==> src/rtl/shift_right_seq_8bit.sv <==
// Iterative right shifter: captures an operand on start, shifts one bit per
// clock (logical, arithmetic or rotate), then presents a registered result,
// the last bit shifted out and a one-cycle done pulse.
//
// Ports:
//   clk    - system clock, rising edge
//   rst_n  - asynchronous active-low reset
//   start  - request, sampled only while idle
//   A      - operand, captured on an accepted start
//   Shamt  - shift amount 0..WIDTH-1, captured on an accepted start
//   Mode   - 00 logical, 01 arithmetic, 10 rotate right, 11 logical
//   busy   - high while shifting and during the done cycle
//   done   - one-cycle completion pulse
//   Y      - registered result, held until the next completion
//   Cout   - last bit shifted out of bit 0 (0 for a zero shift)
module shift_right_seq_8bit #(
  parameter int unsigned WIDTH   = 8,
  parameter int unsigned SHAMT_W = 3
) (
  input  logic               clk,
  input  logic               rst_n,
  input  logic               start,
  input  logic [WIDTH-1:0]   A,
  input  logic [SHAMT_W-1:0] Shamt,
  input  logic [1:0]         Mode,
  output logic               busy,
  output logic               done,
  output logic [WIDTH-1:0]   Y,
  output logic               Cout
);

  localparam logic [1:0] MODE_ARITH  = 2'b01;
  localparam logic [1:0] MODE_ROTATE = 2'b10;

  typedef enum logic [1:0] {
    IDLE  = 2'b00,
    SHIFT = 2'b01,
    DONE  = 2'b10
  } state_t;

  state_t               state;
  logic [WIDTH-1:0]     work;
  logic [SHAMT_W-1:0]   cnt;
  logic [1:0]           mode_q;

  logic                 msb_in;
  logic [WIDTH-1:0]     shifted;

  // Fill bit entering at the MSB; mode 11 falls through to logical.
  always_comb begin
    msb_in = 1'b0;
    case (mode_q)
      MODE_ARITH:  msb_in = work[WIDTH-1];
      MODE_ROTATE: msb_in = work[0];
      default:     msb_in = 1'b0;
    endcase
    shifted = {msb_in, work[WIDTH-1:1]};
  end

  // Control FSM with all outputs registered alongside the state.
  always_ff @(posedge clk or negedge rst_n) begin
    if (!rst_n) begin
      state  <= IDLE;
      work   <= '0;
      cnt    <= '0;
      mode_q <= '0;
      busy   <= 1'b0;
      done   <= 1'b0;
      Y      <= '0;
      Cout   <= 1'b0;
    end else begin
      case (state)
        IDLE: begin
          done <= 1'b0;
          if (start) begin
            work   <= A;
            cnt    <= Shamt;
            mode_q <= Mode;
            busy   <= 1'b1;
            if (Shamt == SHAMT_W'(0)) begin
              // Zero shift completes immediately with the operand unchanged.
              Y     <= A;
              Cout  <= 1'b0;
              done  <= 1'b1;
              state <= DONE;
            end else begin
              state <= SHIFT;
            end
          end
        end

        SHIFT: begin
          work <= shifted;
          cnt  <= cnt - SHAMT_W'(1);
          if (cnt == SHAMT_W'(1)) begin
            Y     <= shifted;
            Cout  <= work[0];
            done  <= 1'b1;
            state <= DONE;
          end
        end

        DONE: begin
          done  <= 1'b0;
          busy  <= 1'b0;
          state <= IDLE;
        end

        default: begin
          done  <= 1'b0;
          busy  <= 1'b0;
          state <= IDLE;
        end
      endcase
    end
  end

endmodule
==> config.mk <==
export PLATFORM = sky130hd
export DESIGN_NAME = shift_right_seq_8bit
export DESIGN_NICKNAME = d
export VERILOG_FILES = /design/src/rtl/shift_right_seq_8bit.sv
export SDC_FILE = /design/constraint.sdc
export NUM_CORES = 1
export LEC_CHECK = 0
export CAP_MARGIN = 20
export CORE_MARGIN = 2
export CORE_UTILIZATION = 45
export CTS_BUF_LIST = sky130_fd_sc_hd__clkbuf_8 sky130_fd_sc_hd__clkbuf_16
export DETAILED_ROUTE_END_ITERATION = 8
export GPL_ROUTABILITY_DRIVEN = 0
export GPL_TIMING_DRIVEN = 0
export PLACE_DENSITY = 0.77
export SETUP_SLACK_MARGIN = 0.15
export SLEW_MARGIN = 0
export SYNTH_ARGS = -nofsm -noshare
export SYNTH_HDL_FRONTEND = slang
export SYNTH_SLANG_ARGS = --single-unit
export TNS_END_PERCENT = 20
==> constraint.sdc <==
create_clock -name clk -period 2.07 [get_ports clk]
set_clock_uncertainty 0.2 [all_clocks]
set_input_delay 0.414 -clock clk [delete_from_list [all_inputs] [get_ports clk]]
set_output_delay 0.414 -clock clk [all_outputs]
set_load 0.05 [all_outputs]
==> flow_metrics.tcl, run 1 <==
set metrics [dict create \
    power_frac_seq 0.303 \
    rsz0062_at_grt "false" \
    antenna_violating_nets_post_route 0 \
    dp.final_hpwl_um 1750 \
    maxCapViolCount 0 \
    num_vias 873 \
    vdd_ir_drop_max_mv 1.24 \
    met1_wirelength_um 1130 \
    drt_first_iter_violations 15 \
    leakage_nw 0.857 \
    swShare 0.391 \
    detail_route.drc_violations 0 \
    worst-slew-pin-transition_ns 0.603 \
    timing.critical_path.arrival_ns 1.85 \
    hold_buffers 0 \
    grt_antenna_before_repair 0 \
    antenna-diode-count 0 \
    detail_route.first_pass.iterations 4 \
    hold_viol 0 \
    top_layer "met4" \
    clock_tree.buffer_depth 2 \
    routedWlPerCell_um 14.9 \
    yosysWarningCount 0 \
    crit_share_post_route 0.914 \
    core_region_area_um2 2760 \
    max_freq_mhz 529 \
    holdWs_ns 0.310 \
    placed_area_um2 1640 \
    fill_count 235 \
    final_net_count 156 \
    syn-mean-instance-area_um2 12.7 \
    synth.ff_latch_count 26 \
    crit_path_max_fanout 10 \
    intPower_mw 1.82 \
    areaGrowthSynthToFinish_pct 33.2 \
    drv_slew 0 \
    max_slew_headroom_at_the_worst_pin 0.597 \
    design_area_um2 1750 \
    setup_tns_ns 0 \
    met3WireLength_um 163 \
    synthesis.area_um2 1310 \
    report.final.setup_viol 0 \
    grt_max_degree 17 \
    die_y_um 58.0 \
    switching_power_total_mw 1.17 \
    synth_fp_nets 123 \
    die-width_um 58.0 \
    synth.yosys.seq_area_share 0.496 \
    routed_wl_um 2470 \
    layout_common_cells "dfrtp_1 (26), mux2_2 (15), clkdlybuf4s50_1 (14)" \
    fin_cells 166 \
    design.die.area_um2 3360 \
    timing.critical_path.from_type "primary input" \
    grt_first_pass_wirelength_um 4300 \
    cts_tree "done" \
    synth_cells 103 \
    pwr-share-clk 0.142 \
    hold_class "primary input to async pin" \
    period_minus_slack_ns 1.89 \
    worstSetupPathType "primary input to register" \
    root_driver "clkbuf_8" \
    route.detailed.vias_per_inst 5.26 \
    top_level_pins 27 \
    final_layout_size_suffix_gt1_frac 0.296 \
    end_kind "register" \
    worst_skew_pair.late_latency_ns 0.27 \
    mostFrequentLayoutCell "dfrtp_1" \
    globalRoute.totalOverflow 0 \
    cts_buffers 3 \
    cp_data_required_time_ns 2.03 \
    grt_util_all_layers 0.168 \
    post_place_cells 161 \
    outcome "completed" \
    grt_pass1_vias 919 \
    std_cell_rows 19 \
    starting_utilization_of_the_core_area 0.476 \
    combPwrFrac 0.555 \
    ctsHtreeMaxLevel 1 \
    clock_sinks 26 \
    placement.io_buffers 26 \
    met2WireLength_um 1160 \
    clk_pin_slew_ns 0.10 \
    ys_types 28 \
    cellPowerDensity_nw_per_um2 1710 \
]
-- power by group through the flow --
stage	Clock, mW	Combinational [mW]	Sequential, mW
2_1_floorplan	0	0.909	1.25
3_3_place_gp	0	1.64	0.909
3_5_place_dp	0	1.68	0.914
4_1_cts	0.434	1.67	0.911
5_1_grt	0.459	1.81	0.946
6_report	0.425	1.66	0.906
-- worst max-delay path, cell delays in order --
cell and delay [ns]:
clkdlybuf4s50_1 0.50, nor3_2 0.26, a22o_1 0.19, buf_6 0.18, mux2_4 0.31
-- worst paths after layout --
check,from,end,slack (ns),depth (start not counted)
worst max-delay path,Shamt[0],Y[5],0.18,5
worst min-delay path,rst_n,state[0],0.31,1
worst max register to register,cnt[0],Y[5],0.31,5
worst min register to register,work[3],work[3],0.31,1
max in group asynchronous,rst_n,work[7],0.87,2
min in group clk,work[3],work[3],0.31,1
-- cell type report --
type / count / area, um^2 / share of cell area
sequential: 26 / 651 / 0.372
multi-input combinational: 67 / 611 / 0.349
timing repair buffer: 28 / 314 / 0.180
buffer: 5 / 43.8 / 0.0251
clock buffer: 3 / 41.3 / 0.0236
tap: 31 / 38.8 / 0.0222
clock inverter: 1 / 30.0 / 0.0172
inverter: 5 / 18.8 / 0.0107
-- stage by stage --
step            util  setup slack (ns)  total power, mW
4_1_cts        0.619           0.00376             3.01
3_5_place_dp   0.594            -0.270             2.60
5_1_grt        0.634             0.119             3.21
3_3_place_gp   0.584            -0.248             2.55
6_report       0.634             0.178             2.99
2_1_floorplan      -             0.380             2.16
-- cell families after synthesis --
kind of cell / after synthesis / synth area share
fa+ha+maj: 4 / 0.0381
flops: 26 / 0.496
simple gates: 23 / 0.110
compound gates: 16 / 0.0810
mux: 24 / 0.228
buf+inv: 10 / 0.0477
-- layer usage --
layer  GRT usage  up-vias
li1            -      418
met1       0.237      423
met2       0.258       28
met3      0.0558        4
met4      0.0299        0
met5           0        -
-- cells in the mapped netlist --
cell type / n / area, um^2
mux2_4: 8 / 120
nor3b_1: 3 / 22.5
nand2_1: 4 / 15.0
nand2b_1: 2 / 12.5
o211ai_1: 1 / 7.51
buf_6: 3 / 33.8
or3_1: 1 / 6.26
o21ai_0: 2 / 10.0
mux2_2: 15 / 169
nor3_1: 2 / 10.0
o21bai_1: 1 / 7.51
nand3b_1: 1 / 7.51
or2b_1: 1 / 7.51
o21ba_2: 1 / 10.0
inv_1: 5 / 18.8
a22o_1: 3 / 26.3
a21oi_1: 6 / 30.0
dfrtp_1: 26 / 651
mux2i_1: 1 / 10.0
and2b_1: 1 / 7.51
and2b_4: 1 / 10.0
and2b_2: 1 / 8.76
a211oi_1: 2 / 15.0
ha_1: 4 / 50.1
nor2_1: 4 / 15.0
nor2b_2: 1 / 8.76
buf_2: 2 / 10.0
nor3b_2: 1 / 12.5
-- sequential cells by signal (all words and copies together) (netlist names) --
signal  count
Y           8
work        8
cnt         3
mode_q      2
state       2
Cout        1
busy        1
done        1
-- timing repair --
item / 4_1_cts / 5_1_grt
buffers inserted: 0 / 1
hold endpoints to repair: 0 / 0
resized for setup: 3 / 11
setup endpoints to repair: 19 / 17
(Power assumes the default switching activity.)
==> run 2: changes to the inputs <==
--- a/config.mk
+++ b/config.mk
@@ -9,12 +9,12 @@
 export CORE_MARGIN = 2
 export CORE_UTILIZATION = 45
 export CTS_BUF_LIST = sky130_fd_sc_hd__clkbuf_8 sky130_fd_sc_hd__clkbuf_16
+export CTS_CLUSTER_DIAMETER = 120
 export DETAILED_ROUTE_END_ITERATION = 8
 export GPL_ROUTABILITY_DRIVEN = 0
 export GPL_TIMING_DRIVEN = 0
-export PLACE_DENSITY = 0.77
+export PLACE_DENSITY = 0.79
 export SETUP_SLACK_MARGIN = 0.15
-export SLEW_MARGIN = 0
 export SYNTH_ARGS = -nofsm -noshare
 export SYNTH_HDL_FRONTEND = slang
 export SYNTH_SLANG_ARGS = --single-unit
==> constraint.sdc (replaced) <==
create_clock -name clk -period 1.55 [get_ports clk]
set_clock_uncertainty 0.2 [all_clocks]
set_input_delay 0.31 -clock clk [delete_from_list [all_inputs] [get_ports clk]]
set_output_delay 0.31 -clock clk [all_outputs]
set_load 0.05 [all_outputs]
==> run 2 against run 1 <==
Effect of this change: the flow now finishes with violations (negative setup slack); via count up 2.2%; die area is the same; register-to-register slack worse by 0.49 ns; sequential share of layout area increased by 0.34 points; flip-flop and latch count is the same; utilization down 0.45 points; sequential power is 39% higher; power is 37% higher; final cell count unchanged; critical path depth stayed put; highest routed layer unchanged.
==> flow_metrics.tcl, run 2 (synthesis gave the netlist of run 1 again) <==
set metrics [dict create \
    outcome "complete, but fails checks" \
    failing_checks "negative setup slack" \
    worst_skew_pair.late_latency_ns 0.27 \
    timing.critical_path.arrival_ns 1.69 \
    cts_tree "done" \
    ctsHtreeMaxLevel 1 \
    layout_common_cells "dfrtp_1 (25), clkdlybuf4s50_1 (13), mux2_4 (12)" \
    cp_data_required_time_ns 1.51 \
    timing.critical_path.from_type "register" \
    clock_tree.buffer_depth 2 \
    grt_util_all_layers 0.173 \
    hold_viol 0 \
    std_cell_rows 19 \
    grt_first_pass_wirelength_um 4270 \
    cellPowerDensity_nw_per_um2 2360 \
    hold_buffers 0 \
    worst-slew-pin-transition_ns 0.634 \
    num_vias 892 \
    fin_cells 166 \
    placement.io_buffers 26 \
    biggestRegsByFlops "Y (8), work (8), cnt (3)" \
    die-width_um 58.0 \
    detail_route.drc_violations 0 \
    globalRoute.totalOverflow 0 \
    grt_antenna_before_repair 0 \
    cts_buffers 3 \
    max_slew_headroom_at_the_worst_pin 0.576 \
    met2WireLength_um 1250 \
    met3WireLength_um 144 \
    maxCapViolCount 0 \
    top_level_pins 27 \
    route.detailed.vias_per_inst 5.37 \
    post-route-worst-setup-slack_ns -0.180 \
    drt_first_iter_violations 22 \
    final_layout_size_suffix_gt1_frac 0.415 \
    period_minus_slack_ns 1.73 \
    drv_slew 0 \
    report.final.setup_viol 17 \
    critical_path.most_common_cell "buf_6" \
    crit_path_max_fanout 10 \
    design.die.area_um2 3360 \
    rsz0062_at_grt "true" \
    critical-path-slowest-cell "dfrtp_1" \
    antenna-diode-count 0 \
    report.power.total_mw 4.09 \
    leakage_nw 0.787 \
    core_region_area_um2 2760 \
    detail_route.first_pass.iterations 4 \
    root_driver "clkbuf_8" \
    hold_class "primary input to async pin" \
    critical_path.cell_chain "nor2b_2 > buf_6 > a22o_1 > buf_6 > mux2_4" \
    dp.final_hpwl_um 1910 \
    grt_max_degree 15 \
    areaGrowthSynthToFinish_pct 32.2 \
    met1_wirelength_um 1180 \
    cp_top_family "flip-flops" \
    vdd_ir_drop_max_mv 1.46 \
    top_layer "met4" \
    max_freq_mhz 578 \
    antenna_violating_nets_post_route 0 \
    final_net_count 156 \
    clk_pin_slew_ns 0.09 \
    crit_share_post_route 1.12 \
    mostFrequentLayoutCell "dfrtp_1" \
    post_place_cells 161 \
    routed_wl_um 2610 \
    cp_num_buf_inv 2 \
    routedWlPerCell_um 15.7 \
    starting_utilization_of_the_core_area 0.476 \
    clock_sinks 26 \
    critical_path.max_stage_delay_ns 0.41 \
    pre_cts_slack_ns -0.674 \
    end_kind "register" \
    die_y_um 58.0 \
    grt_pass1_vias 903 \
    worstSetupPathType "register to register" \
    setup_tns_ns -2.30 \
    fill_count 231 \
]
run 2: worst paths after layout:
check | start | end | slack (ns) | cells after the start
max in group asynchronous | rst_n | state[1] | 0.40 | 2
hold / removal | rst_n | state[0] | 0.22 | 1
min in group clk | busy | busy | 0.30 | 2
setup reg to reg | state[0] | Y[5] | -0.18 | 5
hold reg to reg | busy | busy | 0.30 | 2
setup / recovery | state[0] | Y[5] | -0.18 | 5
run 2: final cells by class:
| cell class | count | area, um^2 | share of cell area |
|---|---|---|---|
| sequential | 26 | 652 | 0.376 |
| multi-input combinational | 67 | 636 | 0.366 |
| clock buffer | 4 | 55.1 | 0.0317 |
| inverter | 5 | 18.8 | 0.0108 |
| timing repair buffer | 28 | 275 | 0.159 |
| tap | 31 | 38.8 | 0.0224 |
| buffer | 5 | 60.1 | 0.0346 |
run 2: stage by stage:
step	utilization	cell area, um^2	hold slack, ns
after floorplan	-	1320	-0.186
after CTS	0.608	1680	0.241
after detailed placement	0.593	1640	0.286
final	0.629	1740	0.222
after global placement	0.588	1620	0.278
after global routing	0.629	1740	0.264
run 2: per-layer routing:
metal,vias up,global-route usage
met1,442,0.232
met5,-,0
met4,0,0.0831
li1,423,-
met3,4,0.0335
met2,23,0.271
run 2: where the power goes:
part	total, mW	internal, mW	switching, mW	leakage, nW
clock	0.441	0.227	0.214	0.0288
sequential	1.26	1.02	0.233	0.311
combinational	2.39	1.19	1.20	0.447
run 2: timing repair:
action | CTS | global route
setup buffers | 1 | 0
endpoints found under the setup margin | 33 | 30
gates resized for setup | 71 | 19
cloned | 0 | 0
pin swaps | 1 | 1
